--- config.mk ---
export PLATFORM = sky130hd
export DESIGN_NAME = mem_maint_ctl
export DESIGN_NICKNAME = d
export VERILOG_FILES = /design/src/rtl/mem_maint_ctl.sv
export SDC_FILE = /design/constraint.sdc
export NUM_CORES = 1
export LEC_CHECK = 0
export ABC_CLOCK_PERIOD_IN_PS = 2400
export CAP_MARGIN = 20
export CORE_MARGIN = 2
export CORE_UTILIZATION = 35
export CTS_CLUSTER_DIAMETER = 150
export DETAILED_ROUTE_END_ITERATION = 10
export PLACE_DENSITY = 0.67
export SETUP_SLACK_MARGIN = 0.3
export SLEW_MARGIN = 10
export SYNTH_ARGS = -nofsm -noshare
export SYNTH_HDL_FRONTEND = slang
export SYNTH_SLANG_ARGS = --single-unit
--- constraint.sdc ---
create_clock -name clk_i -period 2.4 [get_ports clk_i]
set_input_delay 0.48 -clock clk_i [delete_from_list [all_inputs] [get_ports clk_i]]
set_output_delay 0.48 -clock clk_i [all_outputs]
set_load 0.03 [all_outputs]
--- src/rtl/mem_maint_ctl.sv ---
// Memory-maintenance sequencer: takes one FENCE.I / SFENCE.VMA / exception request at a time
// and steps through MSHR clears, L1D->L2 sync (with timeout) and a per-level TLB flush.
module mem_maint_ctl #(
  parameter int N_TLB        = 2,
  parameter int ASID_LEN     = 16,
  parameter int VPN_LEN      = 27,
  parameter int SYNC_TIMEOUT = 64,
  parameter int FLUSH_HOLD   = 1
) (
  input  logic                  clk_i,
  input  logic                  rst_n_i,
  input  logic                  req_valid_i,
  output logic                  req_ready_o,
  input  logic [1:0]            req_type_i,
  input  logic [3:0]            except_code_i,
  input  logic                  sfence_rs1_zero_i,
  input  logic                  sfence_rs2_zero_i,
  input  logic [ASID_LEN-1:0]   asid_i,
  input  logic [VPN_LEN-1:0]    vpn_i,
  output logic                  stall_o,
  output logic                  flush_o,
  output logic                  abort_o,
  output logic [N_TLB-1:0]      clr_tlb_mshr_o,
  output logic                  clr_dmshr_o,
  output logic                  sync_req_o,
  input  logic                  sync_done_i,
  output logic [2*N_TLB-1:0]    tlb_flush_type_o,
  output logic [ASID_LEN-1:0]   flush_asid_o,
  output logic [VPN_LEN-1:0]    flush_vpn_o,
  output logic                  done_o,
  output logic                  timeout_o
);

  localparam int CNT_W  = $clog2(SYNC_TIMEOUT + 1);
  localparam int LVL_W  = (N_TLB > 1) ? $clog2(N_TLB) : 1;
  localparam int HOLD_W = (FLUSH_HOLD > 1) ? $clog2(FLUSH_HOLD) : 1;

  localparam logic [1:0] FT_NONE = 2'd0;
  localparam logic [1:0] FT_PAGE = 2'd1;
  localparam logic [1:0] FT_ASID = 2'd2;
  localparam logic [1:0] FT_ALL  = 2'd3;

  typedef enum logic [2:0] {
    S_IDLE, S_CLEAR, S_SYNC, S_FLUSH, S_DONE
  } state_e;

  // Decoded action set, registered at accept so the sequence never looks at live inputs.
  typedef struct packed {
    logic       clr_tlb;
    logic       clr_d;
    logic       abort;
    logic       sync;
    logic [1:0] ftype;
    logic       is_exc;
  } action_t;

  state_e              state_q, state_d;
  action_t             act_q, act_d, dec;
  logic [ASID_LEN-1:0] asid_q, asid_d;
  logic [VPN_LEN-1:0]  vpn_q, vpn_d;
  logic [CNT_W-1:0]    cnt_q, cnt_d;
  logic [LVL_W-1:0]    lvl_q, lvl_d;
  logic [HOLD_W-1:0]   hold_q, hold_d;
  logic [1:0]          after_sync_ft;

  // NOTE: every variable written here gets a default first so no latch is inferred.
  always_comb begin
    dec = '0;
    unique case (req_type_i)
      2'd0: dec.clr_tlb = 1'b1;
      2'd1: begin
        dec.clr_tlb = 1'b1;
        dec.clr_d   = 1'b1;
        dec.sync    = 1'b1;
        if (!sfence_rs1_zero_i)     dec.ftype = FT_PAGE;
        else if (sfence_rs2_zero_i) dec.ftype = FT_ALL;
        else                        dec.ftype = FT_ASID;
      end
      2'd2: begin
        dec.is_exc = 1'b1;
        case (except_code_i)
          4'd0, 4'd1:        dec.clr_tlb = 1'b1;
          4'd12:             begin dec.clr_tlb = 1'b1; dec.ftype = FT_PAGE; end
          4'd4, 4'd5,
          4'd6, 4'd7:        dec.clr_d = 1'b1;
          4'd13, 4'd15:      begin dec.clr_d = 1'b1; dec.ftype = FT_PAGE; end
          4'd2:              dec.abort = 1'b1;
          4'd9, 4'd11:       dec.sync = 1'b1;
          default:           dec = dec;
        endcase
      end
      default: dec = '0;
    endcase
  end

  assign after_sync_ft = act_q.ftype;

  always_comb begin
    state_d          = state_q;
    act_d            = act_q;
    asid_d           = asid_q;
    vpn_d            = vpn_q;
    cnt_d            = cnt_q;
    lvl_d            = lvl_q;
    hold_d           = hold_q;
    req_ready_o      = 1'b0;
    stall_o          = 1'b1;
    flush_o          = 1'b0;
    abort_o          = 1'b0;
    clr_tlb_mshr_o   = '0;
    clr_dmshr_o      = 1'b0;
    sync_req_o       = 1'b0;
    tlb_flush_type_o = '0;
    flush_asid_o     = '0;
    flush_vpn_o      = '0;
    done_o           = 1'b0;
    timeout_o        = 1'b0;

    unique case (state_q)
      S_IDLE: begin
        req_ready_o = 1'b1;
        stall_o     = 1'b0;
        if (req_valid_i) begin
          act_d   = dec;
          asid_d  = asid_i;
          vpn_d   = vpn_i;
          state_d = (req_type_i == 2'd3) ? S_DONE : S_CLEAR;
        end
      end
      S_CLEAR: begin
        clr_tlb_mshr_o = {N_TLB{act_q.clr_tlb}};
        clr_dmshr_o    = act_q.clr_d;
        abort_o        = act_q.abort;
        if (act_q.sync)                 state_d = S_SYNC;
        else if (act_q.ftype != FT_NONE) state_d = S_FLUSH;
        else                            state_d = S_DONE;
      end
      S_SYNC: begin
        // The counter reaching SYNC_TIMEOUT means that many request cycles went unanswered.
        if (int'(cnt_q) == SYNC_TIMEOUT) begin
          timeout_o = 1'b1;
          cnt_d     = '0;
          state_d   = (after_sync_ft != FT_NONE) ? S_FLUSH : S_DONE;
        end else begin
          sync_req_o = 1'b1;
          cnt_d      = cnt_q + CNT_W'(1);
          if (sync_done_i) begin
            cnt_d   = '0;
            state_d = (after_sync_ft != FT_NONE) ? S_FLUSH : S_DONE;
          end
        end
      end
      S_FLUSH: begin
        flush_asid_o = asid_q;
        flush_vpn_o  = vpn_q;
        for (int i = 0; i < N_TLB; i++) begin
          if (int'(lvl_q) == i) tlb_flush_type_o[2*i +: 2] = act_q.ftype;
        end
        hold_d = hold_q + HOLD_W'(1);
        if (int'(hold_q) == FLUSH_HOLD - 1) begin
          hold_d = '0;
          if (int'(lvl_q) == N_TLB - 1) begin
            lvl_d   = '0;
            state_d = S_DONE;
          end else begin
            lvl_d = lvl_q + LVL_W'(1);
          end
        end
      end
      S_DONE: begin
        done_o  = 1'b1;
        flush_o = act_q.is_exc;
        state_d = S_IDLE;
      end
      default: state_d = S_IDLE;
    endcase
  end

  // NOTE: sequential state uses non-blocking assignments so all flops update from pre-edge values.
  always_ff @(posedge clk_i or negedge rst_n_i) begin
    if (!rst_n_i) begin
      state_q <= S_IDLE;
      act_q   <= '0;
      asid_q  <= '0;
      vpn_q   <= '0;
      cnt_q   <= '0;
      lvl_q   <= '0;
      hold_q  <= '0;
    end else begin
      state_q <= state_d;
      act_q   <= act_d;
      asid_q  <= asid_d;
      vpn_q   <= vpn_d;
      cnt_q   <= cnt_d;
      lvl_q   <= lvl_d;
      hold_q  <= hold_d;
    end
  end

endmodule
## Yosys cells after proc, flatten, opt, wreduce, memory -nomap -nowiden

Index checks and enable logic that the tools add are counted.
W data, S select, Z words.

- Multiplexer cells: 41
- Shifts and indexed selects: 0
- Reduce and logical (&&, ||, !) cells: 12
- Order comparisons: 0
- Multipliers: 0
- Equality and inequality tests: 23
- Bitwise operators: 1
- Add/sub/neg operators: 3
- Divide/modulo/power cells: 0

Operators by type and width:

| operator | number |
|---|---|
| $mux W27 | 1 |
| $mux W3 | 8 |
| $eq A4 B4 Y1 const B | 5 |
| $mux W1 | 20 |
| $eq A4 B3 Y1 const B | 4 |
| $mux W16 | 1 |
| $mux W7 | 2 |
| $pmux W3 S4 | 1 |
| $mux W2 | 4 |
| $add A7 B1 Y7 const B | 1 |
| $eq A7 B7 Y1 const B | 1 |
| $eq A3 B2 Y1 const B | 2 |
| $ne A2 B2 Y1 const B | 3 |
| $pmux W3 S2 | 1 |
| $reduce_or A3 Y1 | 2 |
| $reduce_or A6 Y1 | 1 |
| $eq A2 B2 Y1 const B | 2 |
| $eq A4 B1 Y1 const B | 1 |
| $eq A4 B2 Y1 const B | 1 |
| $logic_not A4 Y1 | 1 |
| $mux W4 | 1 |
| $pmux W1 S2 | 2 |
| $reduce_and A2 Y1 | 2 |
| $reduce_and A4 Y1 | 1 |
| 10 further kinds | 12 |

- Memories: 0
- Latch bits: 0
- Bits in registers: 62
- Output and inout bits: 57
- ROM bits: 0
- RAM bits: 0

## Depth between registers and ports, before layout

- Depth in word-level cells: 5
- Gate-level depth with buffers: 7
- Gate-level depth less buffers: 6

## Worst setup path after synthesis

OpenSTA, ideal clock, no wires.

- Path type: reg-to-output
- Start: register state_q[2]
- End: output sync_req_o
- Cell stages (with the launch flop): 4
- Data arrival time: 1.417 ns
- Data required time: 1.920 ns
- Path slack: 0.503 ns
- Cells stage by stage: dfrtp_1 -> buf_6 -> or3b_4 -> a21oi_1

- Longest elaborated chain between the ends: 2

Ends and longest elaborated chain:

| what | line | RTL |
|---|---|---|
| start: declaration | 57 | `state_e state_q, state_d;` |
| start signal: assignment | 190 | `state_q <= state_d;` |
| $eq A3 B2 Y1 | 119 | `unique case (state_q)` |
| $mux W1 | 119 |  |
| end: declaration | 25 | `output logic sync_req_o,` |

Every way passes these cells.

## Worst setup path in the final report

- Start: register state_q[2]
- End: output flush_vpn_o[10]

- Longest elaborated chain between the ends: 2

Ends and longest elaborated chain:

| what | line | RTL |
|---|---|---|
| $eq A3 B2 Y1 | 119 |  |
| $mux W27 | 119 |  |
| end: declaration | 29 | `output logic [VPN_LEN-1:0] flush_vpn_o,` |

Every way passes these cells.

==> results.toml <==
[global_route]
busiest_layer = "met2"
grt-ovfl-total = 0
use_met1_pct = 22.0
grt_pass1_wl_um = 12900
grt_use_met2_pct = 25.8
grt_usage_pct = 16.4
grt_max_degree = 35
grtUsageMet3_pct = 4.65
antenna_found_initial = 0
grt_pass1_vias = 2699

[placed_design]
gp_congestion = 0.733
portBuffers = 111
placed_cell_area_um2 = 4220
dp_hpwl_um = 5570

[setup_path]
crit_fanout = 21
critPathKind = "reg -> out"
cp-endpoint = "flush_vpn_o[10]"
r2r-start = "state_q[1]$_DFFE_PN0P_"
startpoint = "state_q[2]$_DFFE_PN0P_"
r2r_end = "state_q[1]$_DFFE_PN0P_"
worstPathArrival_ns = 1.71
cp-end-kind = "output port"
cp.required_ns = 1.92
r2r_cells = 7
start_kind = "register"
rrSetupSlack_ns = 0.43

[synth]
synth_common_cells = "nand2_1, dfrtp_1, and2_1"
synth_top_area_share_pct = 49.1
syn_area_per_cell_um2 = 8.64
synth_cell_type_count = 38
ys.flop_type = "dfrtp_1"
ys_seq_area_share_pct = 49.1
synth_most_common_cell = "nand2_1"
async_reset_ff_share_pct = 100
synth.net_count = 422
yosysWarnings = 0
yosys.area.top_type = "dfrtp_1"
synth.area.top_cells = "dfrtp_1, nand2_1, and2_1"
ys_seq_elements = 61
syn_inst = 360
synth_area_um2 = 3110
synth-edff-count = 0

[sta]
hold_viol = 0
max_freq_mhz = 456
finalSetupViolCount = 0
slew_violations = 0
rsz0062_at_grt = "true"
worstMarginPinSlew_ns = 0.643
layout_min_cycle_time_ns = 2.19
slew_headroom_pct = 57.1
fin_crit_sh_pct = 91.3
finalSetupTns_ns = 0
clock_skew_ns = 0.00654

[clock_tree]
clkTransAtPathRegs_ns = 0.06
cts_buffers = 9
cts_tree = "done"
cts_sinks = 61
cts_buffer_depth = 2
ctsHoldBuffers = 0
insertion_delay_ns = 0.32
htree_levels = 3
cts_root_buffer = "clkbuf_8"

[detailed_routing]
wl_per_cell_um = 12.7
drc_errors = 0
vias = 2750
drt_wl_total_um = 7560
routed_via_density = 4.61
drtIter0Drc = 86
first_pass_iters = 4
ant_nets = 0

[power]
powerDensity_nw_per_um2 = 983
p_leak_uw = 0.00235
intPower_uw = 2830
ir_worst_vdd_uv = 395
power_frac_comb_pct = 40.3
p_sw_share_pct = 37.4
clock_power_share_pct = 21.0
p_switching_uw = 1690
power_frac_seq_pct = 38.7

[final_layout]
utilization_pct = 53.0
nFillCells = 849
antennaDiodeCount = 0
stdcell_area_um2 = 4600
layout-drive-gt1-share_pct = 24.3
multi_input_area_um2 = 1480
regArea_um2 = 1530
area_growth_pct = 47.9
finish.net_count = 546

[floorplanning]
die_x_um = 98.3
die_y_um = 98.3
design.die.area_um2 = 9660
core-area_um2 = 8680
initial_core_util_pct = 35.8
rows = 34
io_pins = 112

[flow_run]
maxCapViolCount = 0

[min_path]
hold_class = "in -> async"

[status]
outcome = "complete, no violations"
## per-stage QoR
| step | hold WS, ns | std cells | worst slack [ns] | total power (µW) |
|---|---|---|---|---|
| after floorplan | 0.184 | 360 | 0.503 | 2900 |
| after global placement | 0.450 | 570 | 0.183 | 3440 |
| after detailed placement | 0.454 | 570 | 0.144 | 3500 |
| after CTS | 0.187 | 594 | 0.194 | 4530 |
| after global routing | 0.200 | 597 | 0.123 | 4910 |
| final | 0.178 | 597 | 0.209 | 4520 |
## power by group through the flow
stage / combinational [µW] / clock, µW / sequential [µW]
CTS: 1800 / 978 / 1750
global placement: 1700 / 0 / 1740
detailed placement: 1740 / 0 / 1750
global route: 2070 / 1030 / 1810
floorplan: 1230 / 0 / 1670
finish: 1820 / 950 / 1750
## worst max-delay path, stage by stage, from the launching register on
cell and delay (ns):
dfrtp_1 0.40, buf_6 0.14, and3b_4 0.37, buf_8 0.17
and2_1 0.14, buf_4 0.16
## layer usage
layer | vias to the layer above | routed length, µm
met4 | 0 | 41
met2 | 66 | 3580
met5 | - | 0
met1 | 1285 | 3470
met3 | 4 | 477
li1 | 1395 | -
## how the worst min path moves through the flow
stage	from	to	slack [ns]	cells after the start
after CTS	rst_n_i	vpn_q[0]$_DFFE_PN0P_	0.19	1
after global placement	vpn_q[24]$_DFFE_PN0P_	vpn_q[24]$_DFFE_PN0P_	0.45	2
after global routing	rst_n_i	asid_q[13]$_DFFE_PN0P_	0.20	1
after floorplan	rst_n_i	act_q[0]$_DFFE_PN0P_	0.18	0
after detailed placement	vpn_q[15]$_DFFE_PN0P_	vpn_q[15]$_DFFE_PN0P_	0.45	2
final	rst_n_i	asid_q[9]$_DFFE_PN0P_	0.18	1
## cells in the final DEF (no fill, tap or decap), types with 5 or more instances in the layout
| master | count |
|---|---|
| and2_4 | 8 |
| nand2_1 | 141 |
| nor2_1 | 6 |
| clkbuf_8 | 12 |
| clkdlybuf4s50_1 | 53 |
| nand3_1 | 5 |
| and2_1 | 38 |
| inv_1 | 8 |
| ha_1 | 7 |
| buf_4 | 55 |
| nand2b_1 | 7 |
| o21ai_0 | 7 |
| and3_1 | 7 |
| dfrtp_1 | 59 |
| a21oi_1 | 6 |
| buf_6 | 13 |
## state kept, by name (all words and copies together), names as in the netlist
| register | count |
|---|---|
| asid_q | 16 |
| after_sync_ft | 2 |
| cnt_q | 7 |
| act_q | 5 |
| state_q | 3 |
| lvl_q | 1 |
| vpn_q | 27 |
## repair_timing
action / 4_1_cts / 5_1_grt
buffers inserted: 7 / 3
pin swaps: 6 / 1
gates resized for setup: 54 / 25
endpoints found under the setup margin: 57 / 57
gates cloned: 1 / 0
## layout make-up
cell class / instances / area share [%]
tap: 108 / 2.94
sequential: 61 / 33.2
clock buffer: 13 / 3.67
inverter: 9 / 0.734
clock inverter: 3 / 0.925
timing repair buffer: 133 / 26.3
multi-input combinational: 270 / 32.2
## logic make-up (layout without fill, tap and decap cells)
group | Yosys count | after routing | synth area share, %
fa+ha+maj | 7 | 7 | 2.82
flops | 61 | 61 | 49.1
compound gates | 30 | 30 | 7.04
simple gates | 229 | 229 | 35.2
buf+inv | 29 | 158 | 4.71
xor+xnor | 3 | 3 | 0.845
mux | 1 | 1 | 0.322
No activity file was read; power rests on OpenSTA's default activity.
